===== src/rtl/inv_sweep_ctrl_if.sv =====
// Handshake, stimulus and log bundle between the sweep controller and its bench/scheduler.
interface inv_sweep_ctrl_if #(
  parameter int unsigned WIDTH = 4
);
  logic             start;
  logic [WIDTH-1:0] y_in;
  logic [WIDTH-1:0] a_out;
  logic             busy;
  logic             done;
  logic             pass;
  logic [WIDTH:0]   err_count;
  logic             log_valid;
  logic [WIDTH-1:0] log_a;
  logic [WIDTH-1:0] log_y;

  modport slave (
    input  start, y_in,
    output a_out, busy, done, pass, err_count, log_valid, log_a, log_y
  );

  modport master (
    output start, y_in,
    input  a_out, busy, done, pass, err_count, log_valid, log_a, log_y
  );
endinterface


===== src/rtl/inv_sweep_ctrl.sv =====
// Exhaustive inverter-bank sweep with settle delay, mismatch counting and per-pattern logging.
// Optional INV_SWEEP_STOP_ON_FAIL_EN ends the run at the first mismatching pattern.
module inv_sweep_ctrl #(
  parameter int unsigned WIDTH  = 4,
  parameter int unsigned SETTLE = 2
) (
  input  logic           clk,
  input  logic           rst,
  inv_sweep_ctrl_if.slave bus
);
  typedef enum logic [1:0] {
    ST_IDLE,
    ST_SETTLE,
    ST_SAMPLE,
    ST_DONE
  } state_t;

  localparam logic [3:0] SETTLE_LAST = 4'(SETTLE - 1);

  state_t         state;
  logic [3:0]     cnt;
  logic           mismatch;
  logic           last;
  logic           finish;
  logic [WIDTH:0] err_inc;

  always_comb begin
    mismatch = (bus.y_in != ~bus.a_out);
    last     = (bus.a_out == {WIDTH{1'b1}});
    err_inc  = bus.err_count + {{WIDTH{1'b0}}, mismatch};
`ifdef INV_SWEEP_STOP_ON_FAIL_EN
    finish   = last || mismatch;
`else
    finish   = last;
`endif
  end

  always_ff @(posedge clk) begin
    if (rst) begin
      state         <= ST_IDLE;
      cnt           <= '0;
      bus.a_out     <= '0;
      bus.busy      <= 1'b0;
      bus.done      <= 1'b0;
      bus.pass      <= 1'b0;
      bus.err_count <= '0;
      bus.log_valid <= 1'b0;
      bus.log_a     <= '0;
      bus.log_y     <= '0;
    end else begin
      bus.log_valid <= 1'b0;
      case (state)
        ST_IDLE: begin
          if (bus.start) begin
            state         <= ST_SETTLE;
            cnt           <= '0;
            bus.a_out     <= '0;
            bus.err_count <= '0;
            bus.pass      <= 1'b0;
            bus.busy      <= 1'b1;
          end
        end
        ST_SETTLE: begin
          if (cnt == SETTLE_LAST) begin
            state <= ST_SAMPLE;
          end else begin
            cnt <= cnt + 4'd1;
          end
        end
        ST_SAMPLE: begin
          bus.log_valid <= 1'b1;
          bus.log_a     <= bus.a_out;
          bus.log_y     <= bus.y_in;
          bus.err_count <= err_inc;
          // pass is registered from the post-increment count so it is valid with done
          if (finish) begin
            state    <= ST_DONE;
            bus.done <= 1'b1;
            bus.pass <= (err_inc == '0);
          end else begin
            state     <= ST_SETTLE;
            cnt       <= '0;
            bus.a_out <= bus.a_out + {{(WIDTH-1){1'b0}}, 1'b1};
          end
        end
        ST_DONE: begin
          state    <= ST_IDLE;
          bus.done <= 1'b0;
          bus.busy <= 1'b0;
`ifdef INV_SWEEP_STOP_ON_FAIL_EN
          bus.a_out <= '0;
`endif
        end
        default: state <= ST_IDLE;
      endcase
    end
  end
endmodule

===== src/flat_wrapper.sv =====
// flat-port wrapper written by rule: the top's interface ports become plain ports
module inv_sweep_ctrl_flat 
#(
  parameter int unsigned WIDTH  = 4,
  parameter int unsigned SETTLE = 2
)
  (clk, rst, bus_start, bus_y_in, bus_a_out, bus_busy, bus_done, bus_pass, bus_err_count, bus_log_valid, bus_log_a, bus_log_y);
  inv_sweep_ctrl_if #(.WIDTH(WIDTH)) bus_i ();
  input  logic clk;
  input  logic rst;
  input wire logic [$bits(bus_i.start)-1:0] bus_start;
  input wire logic [$bits(bus_i.y_in)-1:0] bus_y_in;
  output wire logic [$bits(bus_i.a_out)-1:0] bus_a_out;
  output wire logic [$bits(bus_i.busy)-1:0] bus_busy;
  output wire logic [$bits(bus_i.done)-1:0] bus_done;
  output wire logic [$bits(bus_i.pass)-1:0] bus_pass;
  output wire logic [$bits(bus_i.err_count)-1:0] bus_err_count;
  output wire logic [$bits(bus_i.log_valid)-1:0] bus_log_valid;
  output wire logic [$bits(bus_i.log_a)-1:0] bus_log_a;
  output wire logic [$bits(bus_i.log_y)-1:0] bus_log_y;
  assign bus_i.start = bus_start;
  assign bus_i.y_in = bus_y_in;
  assign bus_a_out = bus_i.a_out;
  assign bus_busy = bus_i.busy;
  assign bus_done = bus_i.done;
  assign bus_pass = bus_i.pass;
  assign bus_err_count = bus_i.err_count;
  assign bus_log_valid = bus_i.log_valid;
  assign bus_log_a = bus_i.log_a;
  assign bus_log_y = bus_i.log_y;
  inv_sweep_ctrl #(.WIDTH(WIDTH), .SETTLE(SETTLE)) u_core (.clk(clk), .rst(rst), .bus(bus_i));
endmodule

===== config.mk =====
export PLATFORM = sky130hd
export DESIGN_NAME = inv_sweep_ctrl_flat
export DESIGN_NICKNAME = d
export VERILOG_FILES = /design/src/rtl/inv_sweep_ctrl_if.sv /design/src/rtl/inv_sweep_ctrl.sv /design/src/flat_wrapper.sv
export SDC_FILE = /design/constraint.sdc
export NUM_CORES = 1
export LEC_CHECK = 0
export ABC_CLOCK_PERIOD_IN_PS = 2290
export BUFFER_PORTS_ARGS = -buffer_cell sky130_fd_sc_hd__buf_4
export CORE_MARGIN = 2
export CORE_UTILIZATION = 52
export CTS_BUF_LIST = sky130_fd_sc_hd__clkbuf_4 sky130_fd_sc_hd__clkbuf_8 sky130_fd_sc_hd__clkbuf_16
export DETAILED_ROUTE_END_ITERATION = 10
export GPL_TIMING_DRIVEN = 0
export PLACE_DENSITY = 0.77
export SLEW_MARGIN = 10
export SYNTH_ARGS = -nofsm -noshare
export SYNTH_HDL_FRONTEND = slang
export SYNTH_SLANG_ARGS = --single-unit

===== constraint.sdc =====
create_clock -name clk -period 2.29 [get_ports clk]
set_input_delay 0.229 -clock clk [delete_from_list [all_inputs] [get_ports clk]]
set_output_delay 0.229 -clock clk [all_outputs]
set_load 0.005 [all_outputs]

==> qor.yml, run 1 <==
status: "complete, no violations"
netlist.area_leader.share_pct: 43.7
setup-violations-final: 0
holdWs_ns: 0.122
antenna_found_initial: 0
required_ns: 2.58
clock_path_buffers: 2
final_core_util_pct: 67.1
track_usage_pct: 23.7
drive_gt1_share_pct: 20.6
cts_tree: "yes"
vias_per_cell: 5.65
clock_sinks: 27
die_x_um: 52.8
synth_warnings: 0
p_leak_nw: 0.612
final_cell_mix: "dfxtp_1 (27), buf_4 (26), nand2_1 (22), a21oi_1 (20), nor2_1 (16)"
grt_pass1_vias: 1011
wire_per_inst_um: 13.6
grt_pass1_wl_um: 4730
end_kind: "register"
holdBufCountCts: 0
postCtsResizedCells: 0
hold_viol: 0
root_buffer: "clkbuf_4"
yosysTopAreaCell: "dfxtp_1"
nFillCells: 195
start_kind: "register"
synth_compound_area_share_pct: 20.1
ant_nets: 0
synth_xor_xnor_area_share_pct: 3.54
num_vias: 1175
hp-class: "in -> reg"
synth.area.top_cells: "dfxtp_1 (44%), a21oi_1 (8.1%), nand2_1 (6.7%), ha_1 (5.1%), nor2_1 (4.9%)"
area.growth.synth_to_final_pct: 21.0
cts.clk_slew.worst_paths_ns: 0.16
initial_core_util_pct: 55.4
gp_congestion: 0.797
die_area_sq_um: 2790
wirelength_um: 2830
synthSimpleGateAreaFrac_pct: 24.5
yosysSeqAreaShare_pct: 43.7
grt_setup_unrepaired: "no"
grt_max_degree: 17
p_per_area_nw_per_um2: 523
power.total_w: 0.000783
syn_nets: 162
ys_seq_elements: 27
fp-row-count: 17
synth-edff-count: 0
fin_worst_skew_ns: 0.0168
tns_ns: 0
die_h_um: 52.8
timing.fmax_mhz: 475
overflow: 0
synth_ff_type: "dfxtp_1"
dp_hpwl_um: 2040
vdd_drop_max_v: 0.000623
muxShareOfSynthArea_pct: 0
clk_latency_ns: 0.34
critPathArrivalTime_ns: 2.39
finalCriticalPeriod_ns: 2.11
layout.cells.most_common: "dfxtp_1"
maxCapViolCount: 0
asyncSetResetFlopFracSynth_pct: 0
layout.nets: 193
synth-adder-area-share_pct: 5.06
slew_violations: 0
htreeDepth: 1
drt_first_pass_iters: 4
relSlewSlack_pct: 66.1
syn_inst: 150
netlist_area_sq_um: 1240
ios: 28
finalCritPeriodShare_pct: 92.0
syn_avg_cell_area_sq_um: 8.25
synth_top_family_by_area: "simple AND/OR/NAND/NOR gates"
cp_max_fo: 7
drt-initial-drc-count: 22
synth.distinct_cells: 35
cts_setup_buffers: 0
worst_slew_pin_slew_ns: 0.509
worstSetupPathType: "reg -> reg"
tritoncts.num_buffers: 3
antennaDiodeCount: 0
numPortBuffers: 26
drcViolationCount: 0
coreArea_sq_um: 2230
## metal layers
| metal | track usage (%) | part of all wire, % | up-vias |
|---|---|---|---|
| met2 | 38.5 | 48 | 35 |
| met3 | 6.00 | 6.3 | 3 |
| met4 | 5.13 | 0.28 | 0 |
| met5 | 0 | 0 | - |
| met1 | 31.7 | 45 | 550 |
| li1 | - | - | 587 |
## critical path, cell delays in order, from the launching register on
cell and delay (ns):
dfxtp_1 0.51, xor2_1 0.20, nand4_1 0.14, ha_1 0.22, ha_1 0.25, nor2b_1 0.17, nor4_1 0.35, a41o_1 0.22
## Yosys cell counts (2+ instances only)
cell type  count
nand2_1       22
a211oi_1       2
a21oi_1       20
nand3_1        4
inv_1          2
o21ai_0        6
ha_1           5
nor2b_1        5
nor2_1        16
xor2_1         4
buf_2          4
dfxtp_1       27
a22oi_1        4
nor3_1         2
nand2b_1       2
clkbuf_1       3
and3_1         2
nand4_1        3
## power breakdown
| part | switching, W | leakage, nW | internal [W] |
|---|---|---|---|
| registers | 0.00000594 | 0.218 | 0.000478 |
| clock network | 0.000151 | 0.0139 | 0.0000671 |
| logic | 0.0000479 | 0.380 | 0.0000332 |
## state kept, by name, summed over array words and instances, names as in the netlist, 2 cells and up
register and count:
u_core.cnt 4, u_core.bus.err_count 5, u_core.bus.log_a 4, u_core.state 2, u_core.bus.a_out 4, u_core.bus.log_y 4
## through the flow
stage,instances,instance area [sq um],worst slack [ns]
2_1_floorplan,150,1240,0.599
3_3_place_gp,204,1470,0.323
3_5_place_dp,204,1470,0.249
4_1_cts,208,1500,0.210
5_1_grt,208,1500,0.00790
6_report,208,1500,0.184
## worst paths after layout
kind                            cells after the start                start  slack (ns)                  end
worst max-delay path                                7  u_core.bus.a_out[0]        0.18      u_core.bus.pass
worst min-delay path                                3          bus_y_in[1]        0.12  u_core.bus.log_y[1]
worst max register to register                      7  u_core.bus.a_out[0]        0.18      u_core.bus.pass
worst min register to register                      2  u_core.bus.log_a[1]        0.47  u_core.bus.log_a[1]
## layout make-up
class                           instances  area (sq um)  share of cell area (%)
Inverter                                2          7.51                   0.501
Sequential cell                        27           541                    36.1
Tap cell                               28          35.0                    2.34
Clock inverter                          1          7.51                   0.501
Multi-Input combinational cell        114           658                    43.9
Clock buffer                            3          22.5                    1.50
Timing Repair Buffer                   26           195                    13.0
Buffer                                  7          31.3                    2.09
## cells by family after synthesis
family | after synthesis
AO/OA/AOI/OAI | 41
buffers and inverters | 9
XOR/XNOR | 5
AND/OR/NAND/NOR | 63
flip-flops | 27
adder cells (fa/ha/maj) | 5
(Power assumes the default switching activity.)
==> run 2, diff against run 1 <==
PLACE_DENSITY = default   (was 0.77)
PLACE_DENSITY_LB_ADDON = 0.05   (was default)
==> run 2 against run 1 <==
Effect of this change:
- global-route usage fell by 1.2 points
- utilization did not move
- highest routed layer unchanged
- power fell by 0.43%
- register-to-register slack improved by 0.04 ns
- worst hold slack improved by 0.013 ns
- combinational power rose by 1%
- sequential power barely moved
- count of clock-buffer cells in the layout did not move
- wire length rose by 0.11%
- first-iteration DRC count rose by 45%
- maximum frequency rose by 2.2%
==> qor.yml, run 2 (synthesis results as in run 1) <==
hold_viol: 0  # unchanged
ios: 28  # unchanged
drt-initial-drc-count: 32  # +45%
vias_per_cell: 5.77  # +2.2%
required_ns: 2.58  # about the same
drt_first_pass_iters: 4  # unchanged
highest-signal-layer: "met4"
die_x_um: 52.8  # unchanged
clk_latency_ns: 0.33  # about the same
antenna_found_initial: 0  # unchanged
num_vias: 1201  # +2.2%
dp_hpwl_um: 2120  # +3.8%
p_leak_nw: 0.612  # unchanged
worstSetupPathType: "reg -> reg"
overflow: 0  # unchanged
cp.buffers_inverters: 0  # unchanged
routed-wl-met2_um: 1390  # +1.8%
crit_family: "simple AND/OR/NAND/NOR gates"
nFillCells: 219  # +12%
p_per_area_nw_per_um2: 520  # -0.43%
coreArea_sq_um: 2230  # unchanged
path_cells: "xor2_1 > nand4_1 > ha_1 > ha_1 > nor2b_1 > nor4_1 > a41o_1"
initial_core_util_pct: 55.4  # unchanged
gp_congestion: 0.799  # +0.30%
postCtsResizedCells: 0  # unchanged
status: "complete, no violations"
maxCapViolCount: 0  # unchanged
numPortBuffers: 26  # unchanged
setup-violations-final: 0  # unchanged
m1WireLength_um: 1240  # -3.5%
die_h_um: 52.8  # unchanged
grt_pass1_vias: 1029  # +1.8%
cts.clk_slew.worst_paths_ns: 0.15  # about the same
fp-row-count: 17  # unchanged
finalCritPeriodShare_pct: 90.0  # -1.9 points
holdBufCountCts: 0  # unchanged
hp-class: "in -> reg"
clock_sinks: 27  # unchanged
drive_gt1_share_pct: 20.6  # unchanged
track_usage_pct: 22.5  # -1.2 points
fin_worst_skew_ns: 0.00627  # -0.0105 ns
hold_path_depth: 3  # unchanged
grt_max_degree: 17  # unchanged
relSlewSlack_pct: 66.8  # +0.77 points
crit_slowest_cell: "dfxtp_1"
area.growth.synth_to_final_pct: 21.0  # unchanged
vdd_drop_max_v: 0.000397  # -36%
critPathArrivalTime_ns: 2.35  # -0.04 ns
drcViolationCount: 0  # unchanged
dpl_cell_area_sq_um: 1470  # unchanged
path_depth: 7  # unchanged
wirelength_um: 2830  # +0.11%
slowest_delay_ns: 0.50  # about the same
layout.nets: 193  # unchanged
cts_setup_buffers: 0  # unchanged
reg2regPathDepth: 7  # unchanged
final_area_sq_um: 1500  # unchanged
largest_register_ffs: 5  # unchanged
critPathMostFrequentCell: "ha_1"
root_buffer: "clkbuf_4"
tns_ns: 0  # unchanged
instances_no_fill: 208  # unchanged
layout.cells.most_common: "dfxtp_1"
regArea_sq_um: 541  # unchanged
end_kind: "register"
grt_pass1_wl_um: 4550  # -3.6%
htreeDepth: 1  # unchanged
finalCriticalPeriod_ns: 2.06  # -0.0445 ns
tritoncts.num_buffers: 3  # unchanged
cp_max_fo: 8  # +1
antennaDiodeCount: 0  # unchanged
die_area_sq_um: 2790  # unchanged
multi_input_area_sq_um: 658  # unchanged
timing.fmax_mhz: 485  # +2.2%
cts_tree: "yes"
slew_violations: 0  # unchanged
routed-wl-met3_um: 157  # -11%
ant_nets: 0  # unchanged
clock_path_buffers: 2  # unchanged
final_cell_mix: "dfxtp_1 (27), buf_4 (26), nand2_1 (22), a21oi_1 (20), nor2_1 (16)"
worst_slew_pin_slew_ns: 0.496  # -0.0126 ns
start_kind: "register"
place_inst: 204  # unchanged
regMostFlops: "u_core.bus.err_count"
wire_per_inst_um: 13.6  # +0.11%
grt_setup_unrepaired: "no"
[run 2: cell counts in the layout (fill, tap and decap cells not counted)]
No cell type changed its count.
[run 2: per-stage QoR]
step	power [W]	worst slack (ns)	hold WS, ns	utilization, %
after CTS	0.000782	0.246	0.135	67.1
after global routing	0.000816	0.103	0.131	67.1
after detailed placement	0.000575	0.295	0.453	65.7
after floorplan	0.000546	0.599	0.365	-
final	0.000779	0.228	0.136	67.1
after global placement	0.000572	0.325	0.444	65.7
[run 2: area by class of cell]
class	instances	share of cell area [%]
inverter	2	0.501
buffer	7	2.09
tap	28	2.34
clock inverter	1	0.501
multi-input combinational	114	43.9
timing repair buffer	26	13.0
clock buffer	3	1.50
sequential	27	36.1
[run 2: power by group]
| group | switching, W | total, W | internal [W] |
|---|---|---|---|
| clock network | 0.000147 | 0.000214 | 0.0000670 |
| registers | 0.00000616 | 0.000484 | 0.000478 |
| logic | 0.0000484 | 0.0000818 | 0.0000335 |
[run 2: layer usage]
metal | GRT usage, % | up-vias
met5 | 0 | -
met4 | 10.7 | 0
met3 | 3.14 | 6
met2 | 37.7 | 40
met1 | 28.2 | 572
li1 | - | 583
[run 2: worst register-to-register path: stages (launching register included)]
cell     delay [ns]
dfxtp_1        0.50
xor2_1         0.20
nand4_1        0.13
ha_1           0.22
ha_1           0.25
nor2b_1        0.16
nor4_1         0.34
a41o_1         0.22
[run 2: worst paths after layout]
| check | slack, ns | startpoint | end |
|---|---|---|---|
| max reg2reg | 0.23 | u_core.bus.a_out[3] | u_core.bus.pass |
| max | 0.23 | u_core.bus.a_out[3] | u_core.bus.pass |
| min reg2reg | 0.47 | u_core.bus.log_a[0] | u_core.bus.log_a[0] |
| min | 0.14 | bus_y_in[3] | u_core.bus.log_y[3] |
